## src/rtl/load_ram_seq_ctrl_if.sv

```systemverilog
// Handshake bundle between the RAM-load sequencer, board init logic and
// the FRAM / FLASH load FSMs. master = sequencer side, slave = its peers.
interface load_ram_seq_ctrl_if;
  logic       load_start;
  logic       fram_fsm_start;
  logic       flash_fsm_start;
  logic       fram_fsm_done;
  logic       fram_fsm_error;
  logic       flash_fsm_done;
  logic       flash_fsm_error;
  logic       load_ram_busy;
  logic       load_ram_done;
  logic       load_ram_error;
  logic [2:0] err_code;
  logic [3:0] retry_cnt;

  modport master (
    input  load_start, fram_fsm_done, fram_fsm_error, flash_fsm_done, flash_fsm_error,
    output fram_fsm_start, flash_fsm_start, load_ram_busy, load_ram_done,
           load_ram_error, err_code, retry_cnt
  );

  modport slave (
    output load_start, fram_fsm_done, fram_fsm_error, flash_fsm_done, flash_fsm_error,
    input  fram_fsm_start, flash_fsm_start, load_ram_busy, load_ram_done,
           load_ram_error, err_code, retry_cnt
  );
endinterface

```

## src/rtl/load_ram_seq_ctrl.sv

```systemverilog
// RAM-load sequencer: launches FRAM and FLASH load FSMs together, watches
// them with a per-attempt watchdog, retries a bounded number of times with
// an idle gap, and reports a sticky done/error result plus cause code.
module load_ram_seq_ctrl #(
  parameter int TIMEOUT_CYC = 1000000,
  parameter int TMO_W       = 20,
  parameter int MAX_RETRY   = 2,
  parameter int GAP_CYC     = 16
) (
  input  logic                sys_clk,
  input  logic                glbl_rst,
  load_ram_seq_ctrl_if.master bus
);

  localparam int GAP_W = (GAP_CYC > 1) ? $clog2(GAP_CYC) : 1;

  typedef enum logic [2:0] {
    S_IDLE, S_START, S_WAIT, S_GAP, S_DONE, S_FAIL
  } state_t;

  state_t           state_q, state_d;
  logic [TMO_W-1:0] tmr_q, tmr_d;
  logic [GAP_W-1:0] gap_q, gap_d;
  logic             fram_dn_q, fram_dn_d;
  logic             flash_dn_q, flash_dn_d;
  logic             start_q, start_d;
  logic             busy_q, busy_d;
  logic             done_q, done_d;
  logic             err_q, err_d;
  logic [2:0]       code_q, code_d;
  logic [3:0]       retry_q, retry_d;

  logic             fram_all, flash_all, any_err, fail;

  // State and registered outputs; reset aborts any load in flight.
  always_ff @(posedge sys_clk) begin
    if (glbl_rst) begin
      state_q    <= S_IDLE;
      tmr_q      <= '0;
      gap_q      <= '0;
      fram_dn_q  <= 1'b0;
      flash_dn_q <= 1'b0;
      start_q    <= 1'b0;
      busy_q     <= 1'b0;
      done_q     <= 1'b0;
      err_q      <= 1'b0;
      code_q     <= '0;
      retry_q    <= '0;
    end else begin
      state_q    <= state_d;
      tmr_q      <= tmr_d;
      gap_q      <= gap_d;
      fram_dn_q  <= fram_dn_d;
      flash_dn_q <= flash_dn_d;
      start_q    <= start_d;
      busy_q     <= busy_d;
      done_q     <= done_d;
      err_q      <= err_d;
      code_q     <= code_d;
      retry_q    <= retry_d;
    end
  end

  // Next-state and next-output logic; outputs are computed from state_d so
  // the launch pulse and flags line up with the state they belong to.
  always_comb begin
    state_d    = state_q;
    tmr_d      = tmr_q;
    gap_d      = gap_q;
    fram_dn_d  = fram_dn_q;
    flash_dn_d = flash_dn_q;
    start_d    = 1'b0;
    done_d     = done_q;
    err_d      = err_q;
    code_d     = code_q;
    retry_d    = retry_q;
    fail       = 1'b0;
    // A done arriving this cycle counts the same as one already latched.
    fram_all   = fram_dn_q  | bus.fram_fsm_done;
    flash_all  = flash_dn_q | bus.flash_fsm_done;
    any_err    = bus.fram_fsm_error | bus.flash_fsm_error;

    unique case (state_q)
      S_IDLE, S_DONE, S_FAIL: begin
        if (bus.load_start) begin
          state_d = S_START;
          start_d = 1'b1;
          done_d  = 1'b0;
          err_d   = 1'b0;
          code_d  = '0;
          retry_d = '0;
        end
      end
      S_START: begin
        state_d    = S_WAIT;
        tmr_d      = '0;
        fram_dn_d  = 1'b0;
        flash_dn_d = 1'b0;
      end
      S_WAIT: begin
        tmr_d      = tmr_q + 1'b1;
        fram_dn_d  = fram_all;
        flash_dn_d = flash_all;
        // Error beats completion, completion beats the watchdog.
        if (any_err) begin
          fail   = 1'b1;
          code_d = {1'b0, bus.flash_fsm_error, bus.fram_fsm_error};
        end else if (fram_all && flash_all) begin
          state_d = S_DONE;
          done_d  = 1'b1;
        end else if (tmr_q == TMO_W'(TIMEOUT_CYC - 1)) begin
          fail   = 1'b1;
          code_d = 3'b100;
        end
      end
      S_GAP: begin
        if (gap_q == GAP_W'(GAP_CYC - 1)) begin
          state_d = S_START;
          start_d = 1'b1;
        end else begin
          gap_d = gap_q + 1'b1;
        end
      end
      default: state_d = S_IDLE;
    endcase

    // Failed attempt: retry after the gap while budget remains, else give up.
    if (fail) begin
      if (retry_q < 4'(MAX_RETRY)) begin
        retry_d = retry_q + 4'd1;
        gap_d   = '0;
        state_d = S_GAP;
      end else begin
        err_d   = 1'b1;
        state_d = S_FAIL;
      end
    end

    busy_d = (state_d == S_START) || (state_d == S_WAIT) || (state_d == S_GAP);
  end

  assign bus.fram_fsm_start  = start_q;
  assign bus.flash_fsm_start = start_q;
  assign bus.load_ram_busy   = busy_q;
  assign bus.load_ram_done   = done_q;
  assign bus.load_ram_error  = err_q;
  assign bus.err_code        = code_q;
  assign bus.retry_cnt       = retry_q;

endmodule

```

## src/flat_wrapper.sv

```systemverilog
// flat-port wrapper written by rule: the top's interface ports become plain ports
module load_ram_seq_ctrl_flat 
#(
  parameter int TIMEOUT_CYC = 1000000,
  parameter int TMO_W       = 20,
  parameter int MAX_RETRY   = 2,
  parameter int GAP_CYC     = 16
)
  (sys_clk, glbl_rst, bus_load_start, bus_fram_fsm_done, bus_fram_fsm_error, bus_flash_fsm_done, bus_flash_fsm_error, bus_fram_fsm_start, bus_flash_fsm_start, bus_load_ram_busy, bus_load_ram_done, bus_load_ram_error, bus_err_code, bus_retry_cnt);
  load_ram_seq_ctrl_if bus_i ();
  input  logic sys_clk;
  input  logic glbl_rst;
  input wire logic [$bits(bus_i.load_start)-1:0] bus_load_start;
  input wire logic [$bits(bus_i.fram_fsm_done)-1:0] bus_fram_fsm_done;
  input wire logic [$bits(bus_i.fram_fsm_error)-1:0] bus_fram_fsm_error;
  input wire logic [$bits(bus_i.flash_fsm_done)-1:0] bus_flash_fsm_done;
  input wire logic [$bits(bus_i.flash_fsm_error)-1:0] bus_flash_fsm_error;
  output wire logic [$bits(bus_i.fram_fsm_start)-1:0] bus_fram_fsm_start;
  output wire logic [$bits(bus_i.flash_fsm_start)-1:0] bus_flash_fsm_start;
  output wire logic [$bits(bus_i.load_ram_busy)-1:0] bus_load_ram_busy;
  output wire logic [$bits(bus_i.load_ram_done)-1:0] bus_load_ram_done;
  output wire logic [$bits(bus_i.load_ram_error)-1:0] bus_load_ram_error;
  output wire logic [$bits(bus_i.err_code)-1:0] bus_err_code;
  output wire logic [$bits(bus_i.retry_cnt)-1:0] bus_retry_cnt;
  assign bus_i.load_start = bus_load_start;
  assign bus_i.fram_fsm_done = bus_fram_fsm_done;
  assign bus_i.fram_fsm_error = bus_fram_fsm_error;
  assign bus_i.flash_fsm_done = bus_flash_fsm_done;
  assign bus_i.flash_fsm_error = bus_flash_fsm_error;
  assign bus_fram_fsm_start = bus_i.fram_fsm_start;
  assign bus_flash_fsm_start = bus_i.flash_fsm_start;
  assign bus_load_ram_busy = bus_i.load_ram_busy;
  assign bus_load_ram_done = bus_i.load_ram_done;
  assign bus_load_ram_error = bus_i.load_ram_error;
  assign bus_err_code = bus_i.err_code;
  assign bus_retry_cnt = bus_i.retry_cnt;
  load_ram_seq_ctrl #(.TIMEOUT_CYC(TIMEOUT_CYC), .TMO_W(TMO_W), .MAX_RETRY(MAX_RETRY), .GAP_CYC(GAP_CYC)) u_core (.sys_clk(sys_clk), .glbl_rst(glbl_rst), .bus(bus_i));
endmodule
```

## config.mk

```make
export PLATFORM = sky130hd
export DESIGN_NAME = load_ram_seq_ctrl_flat
export DESIGN_NICKNAME = d
export VERILOG_FILES = /design/src/rtl/load_ram_seq_ctrl_if.sv /design/src/rtl/load_ram_seq_ctrl.sv /design/src/flat_wrapper.sv
export SDC_FILE = /design/constraint.sdc
export NUM_CORES = 1
export LEC_CHECK = 0
export ABC_AREA = 1
export ABC_CLOCK_PERIOD_IN_PS = 3820
export CAP_MARGIN = 20
export CORE_MARGIN = 1
export CORE_UTILIZATION = 50
export DETAILED_ROUTE_END_ITERATION = 12
export DONT_BUFFER_PORTS = 1
export SLEW_MARGIN = 20
export SYNTH_ARGS = -nofsm -noshare
export SYNTH_HDL_FRONTEND = slang
export SYNTH_SLANG_ARGS = --single-unit
```

## constraint.sdc

```tcl
create_clock -name sys_clk -period 3.82 [get_ports sys_clk]
set_input_delay 0.191 -clock sys_clk [delete_from_list [all_inputs] [get_ports sys_clk]]
set_output_delay 0.191 -clock sys_clk [all_outputs]
set_load 0.05 [all_outputs]
```

==> impl_results.rst <==
.. list-table::
   :header-rows: 1

   * - Metric
     - Value
   * - Achievable clock frequency
     - 0.552 GHz
   * - Number of warning messages in the yosys log
     - 0
   * - Post-synthesis instance area
     - 0.00215 mm²
   * - Count of distinct cell types in the synthesized netlist
     - 36
   * - Critical register-to-register path startpoint
     - u_core.state_q[0]
   * - Maximum level of the CTS H-tree
     - 2
   * - I/O pins
     - 19
   * - MaxCap Viol Count
     - 0
   * - Pins Over Slew Limit
     - 0
   * - Most numerous cell types in the synthesized netlist
     - sky130_fd_sc_hd__nand2_1 (72), sky130_fd_sc_hd__inv_1 (42), sky130_fd_sc_hd__dfxtp_1 (40), sky130_fd_sc_hd__nor2_1 (37), sky130_fd_sc_hd__a21oi_1 (25)
   * - Placeable Area
     - 0.00406 mm²
   * - Kind of critical path
     - flop to flop
   * - Critical-path maximum fanout
     - 13
   * - Max-slew headroom
     - 37.8%
   * - Worst-Margin Slew
     - 932 ps
   * - Final-report hold violation count
     - 0
   * - Result of the run
     - finished, final reports clean
   * - Sequential share of the synthesized area
     - 37.3%
   * - Number of detailed-route iterations in the first pass
     - 4
   * - Clock sink total
     - 40
   * - Worst min path class
     - primary input to flop
   * - Critical path startpoint
     - u_core.state_q[0]
   * - DIE AREA
     - 0.00457 mm²
   * - Most area-consuming cells after synthesis
     - sky130_fd_sc_hd__dfxtp_1 (37%), sky130_fd_sc_hd__nand2_1 (13%), sky130_fd_sc_hd__inv_1 (7.3%)
   * - Largest stage delay on the critical path
     - 410 ps
   * - PwrDens
     - 470 mW/mm²
   * - Post-layout utilization of the core
     - 55.9%
   * - Setup Skew
     - 12.6 ps
   * - Buffer levels on the longest clock path
     - 2
   * - EDFF count, synth
     - 0
   * - Port Buffers
     - 0
   * - Tcrit/Tclk final
     - 47.5%
   * - Final HPWL DP
     - 3140 µm
   * - Skew-Pair Late Insertion Delay
     - 300 ps
   * - Clock transition at the registers of the reported paths
     - 70 ps
   * - Overall fraction of global-route tracks in use
     - 21.3%
   * - CTS resizes
     - 0
   * - Horizontal die dimension
     - 67.6 µm
   * - Number of failing setup endpoints in the final timing report
     - 0
   * - Drt initial violations
     - 71
   * - Starting Density
     - 53.0%
   * - Worst hold-check slack
     - 132 ps
   * - Cells after DPL
     - 354
   * - Flip-flop and latch count after synthesis
     - 40
   * - Routed len/inst
     - 12.2 µm
   * - Detailed-route via count
     - 1826
   * - Static Leakage
     - 0.951 nW
   * - Synthesis-to-finish area growth
     - 5.59%
   * - Critical Path, Cell by Cell
     - nand3_1, nand2_1, clkinv_1, a21oi_1, nor3_1
   * - Crit path DAT
     - 1960 ps
   * - Standard-cell rows
     - 23
   * - Remaining design rule violation count
     - 0
   * - Total design power
     - 1.07 mW
   * - Final Routed Wirelength
     - 4420 µm
   * - Avg Inst Size Synth
     - 6.89 µm²
   * - Kind of end point of the critical path
     - flop
   * - Diode insertion count for antenna repair
     - 0
   * - Number of non-filler instances in the completed layout
     - 363
   * - Number of buffers created by CTS
     - 5
   * - Largest net degree at the start of global routing
     - 29
   * - Clock tree from TritonCTS
     - yes
   * - Total overflow reported by the global router
     - 0
   * - Library cell occupying the most area in the post-synthesis netlist
     - sky130_fd_sc_hd__dfxtp_1
   * - Net count reported at finish
     - 322
   * - Sum of negative setup slack
     - 0 ps
   * - Vias in the first global route
     - 1632
   * - CP Launch Type
     - flop
   * - Count leader, synth
     - sky130_fd_sc_hd__nand2_1
   * - Cell at the root of the clock tree
     - sky130_fd_sc_hd__clkbuf_8
   * - Routed Antenna Nets
     - 0
   * - CP required
     - 3960 ps
   * - Top FF cell, synth
     - sky130_fd_sc_hd__dfxtp_1
   * - Post-DR vias/cell
     - 5.03
   * - Antenna violations before repair
     - 0
   * - Global-route wire length before repair
     - 7230 µm
   * - Cell at the slowest stage of the critical path
     - sky130_fd_sc_hd__nand3_1
   * - Final weighted congestion in routability-driven placement
     - 0.836
   * - Share of layout cells above drive strength 1
     - 11.8%
   * - Worst VDD drop
     - 0.000273 V
   * - FFs w/ async S/R, synth
     - 0%
   * - Die extent in y
     - 67.6 µm
   * - Fraction of post-synthesis cell area in the top cell type by area
     - 37.3%
   * - Number of instances in the synthesized netlist
     - 312
   * - Number of nets produced by synthesis
     - 322
   * - Final min period
     - 1810 ps
   * - Unrepaired setup endpoints after global routing
     - false
   * - Worst Min Path Start
     - bus_load_start
==> state kept, by name, summed over array words and instances, names as in the netlist <==
| name | count |
|---|---|
| u_core.tmr_q | 20 |
| u_core.bus.retry_cnt | 4 |
| u_core.gap_q | 4 |
| u_core.bus.err_code | 3 |
| u_core.state_q | 3 |
| u_core.bus.flash_fsm_start | 1 |
| u_core.bus.load_ram_busy | 1 |
| u_core.bus.load_ram_done | 1 |
| u_core.bus.load_ram_error | 1 |
| u_core.flash_dn_q | 1 |
| u_core.fram_dn_q | 1 |
==> final timing paths <==
path / endpoint / slack [ps] / depth (start not counted)
worst max-delay path: u_core.tmr_q[5] / 2010 / 5
worst min-delay path: u_core.state_q[2] / 130 / 3
worst max register to register: u_core.tmr_q[5] / 2010 / 5
worst min register to register: u_core.flash_dn_q / 470 / 2
==> per-layer routing <==
metal	vias up	wire (µm)	global-route usage, %
met5	-	0	0
met4	0	44	8.78
met3	4	110	4.73
met2	19	1890	32.4
met1	803	2370	28.8
li1	1000	-	-
==> power by group <==
part,internal [mW],switching (mW),total [mW],leakage [nW]
Clock,0.144,0.149,0.293,0.0510
Combinational,0.0750,0.155,0.230,0.576
Sequential,0.451,0.0918,0.543,0.324
==> cell families after synthesis <==
| logic type | synth area share [%] |
|---|---|
| adders and majority gates | 1.75 |
| DFF | 37.3 |
| xor gates and xnor gates | 1.22 |
| AOI/OAI and AO/OA | 12.6 |
| buffers and inverters | 11.2 |
| and+or+nand+nor | 35.9 |
==> cell usage in the layout, fill, tap and decap left out <==
cell	Yosys	layout
sky130_fd_sc_hd__nand3_2	5	5
sky130_fd_sc_hd__inv_4	1	1
sky130_fd_sc_hd__a211oi_1	4	4
sky130_fd_sc_hd__inv_1	42	42
sky130_fd_sc_hd__clkinv_2	0	2
sky130_fd_sc_hd__nand2_4	2	2
sky130_fd_sc_hd__o21ai_0	7	7
sky130_fd_sc_hd__o31ai_1	1	1
sky130_fd_sc_hd__nor3_1	2	2
sky130_fd_sc_hd__nor2_4	2	2
sky130_fd_sc_hd__clkbuf_8	0	6
sky130_fd_sc_hd__nand4_1	10	10
sky130_fd_sc_hd__o21a_1	1	1
sky130_fd_sc_hd__inv_2	3	3
sky130_fd_sc_hd__dfxtp_1	40	40
sky130_fd_sc_hd__nor2_2	5	5
sky130_fd_sc_hd__and3_1	1	1
sky130_fd_sc_hd__a21oi_1	25	25
sky130_fd_sc_hd__a21oi_2	1	1
sky130_fd_sc_hd__nor2_1	37	37
sky130_fd_sc_hd__nand2_1	72	72
sky130_fd_sc_hd__nand3b_1	3	3
sky130_fd_sc_hd__a221oi_1	1	1
sky130_fd_sc_hd__clkinv_1	1	1
sky130_fd_sc_hd__o21ai_1	1	1
sky130_fd_sc_hd__nand2_2	8	8
sky130_fd_sc_hd__dlygate4sd3_1	0	1
sky130_fd_sc_hd__nand3_1	17	17
sky130_fd_sc_hd__xor2_1	3	3
sky130_fd_sc_hd__bufinv_8	1	1
sky130_fd_sc_hd__a221oi_2	1	1
sky130_fd_sc_hd__o22ai_1	2	2
sky130_fd_sc_hd__a311oi_1	1	1
sky130_fd_sc_hd__ha_1	3	3
sky130_fd_sc_hd__a22oi_1	1	1
==> critical path, delay by kind of cell, from the launching register on <==
kind	cells	cell delay [ps]
and+or+nand+nor	3	740
DFF	1	400
buffers and inverters	1	290
AOI/OAI and AO/OA	1	230
==> final cells by class <==
| type | instances | area, µm² |
|---|---|---|
| Clock inverter | 2 | 10.0 |
| Inverter | 48 | 196 |
| Fill cell | 398 | 1790 |
| Timing Repair Buffer | 1 | 10.0 |
| Multi-Input combinational cell | 216 | 1110 |
| Clock buffer | 6 | 82.6 |
| Tap cell | 50 | 62.6 |
| Sequential cell | 40 | 801 |
==> per-stage QoR <==
stage / worst slack (ps) / cell area, µm²
3_3_place_gp: 2140 / 2170
4_1_cts: 1990 / 2270
5_1_grt: 1860 / 2270
6_report: 2010 / 2270
3_5_place_dp: 2050 / 2170
2_1_floorplan: 2390 / 2150
==> what timing repair did <==
action,in CTS,in global routing
hold buffers,1,0
endpoints found under the hold margin,20,0
setup buffers,0,0
No activity file was read; power rests on OpenSTA's default activity.
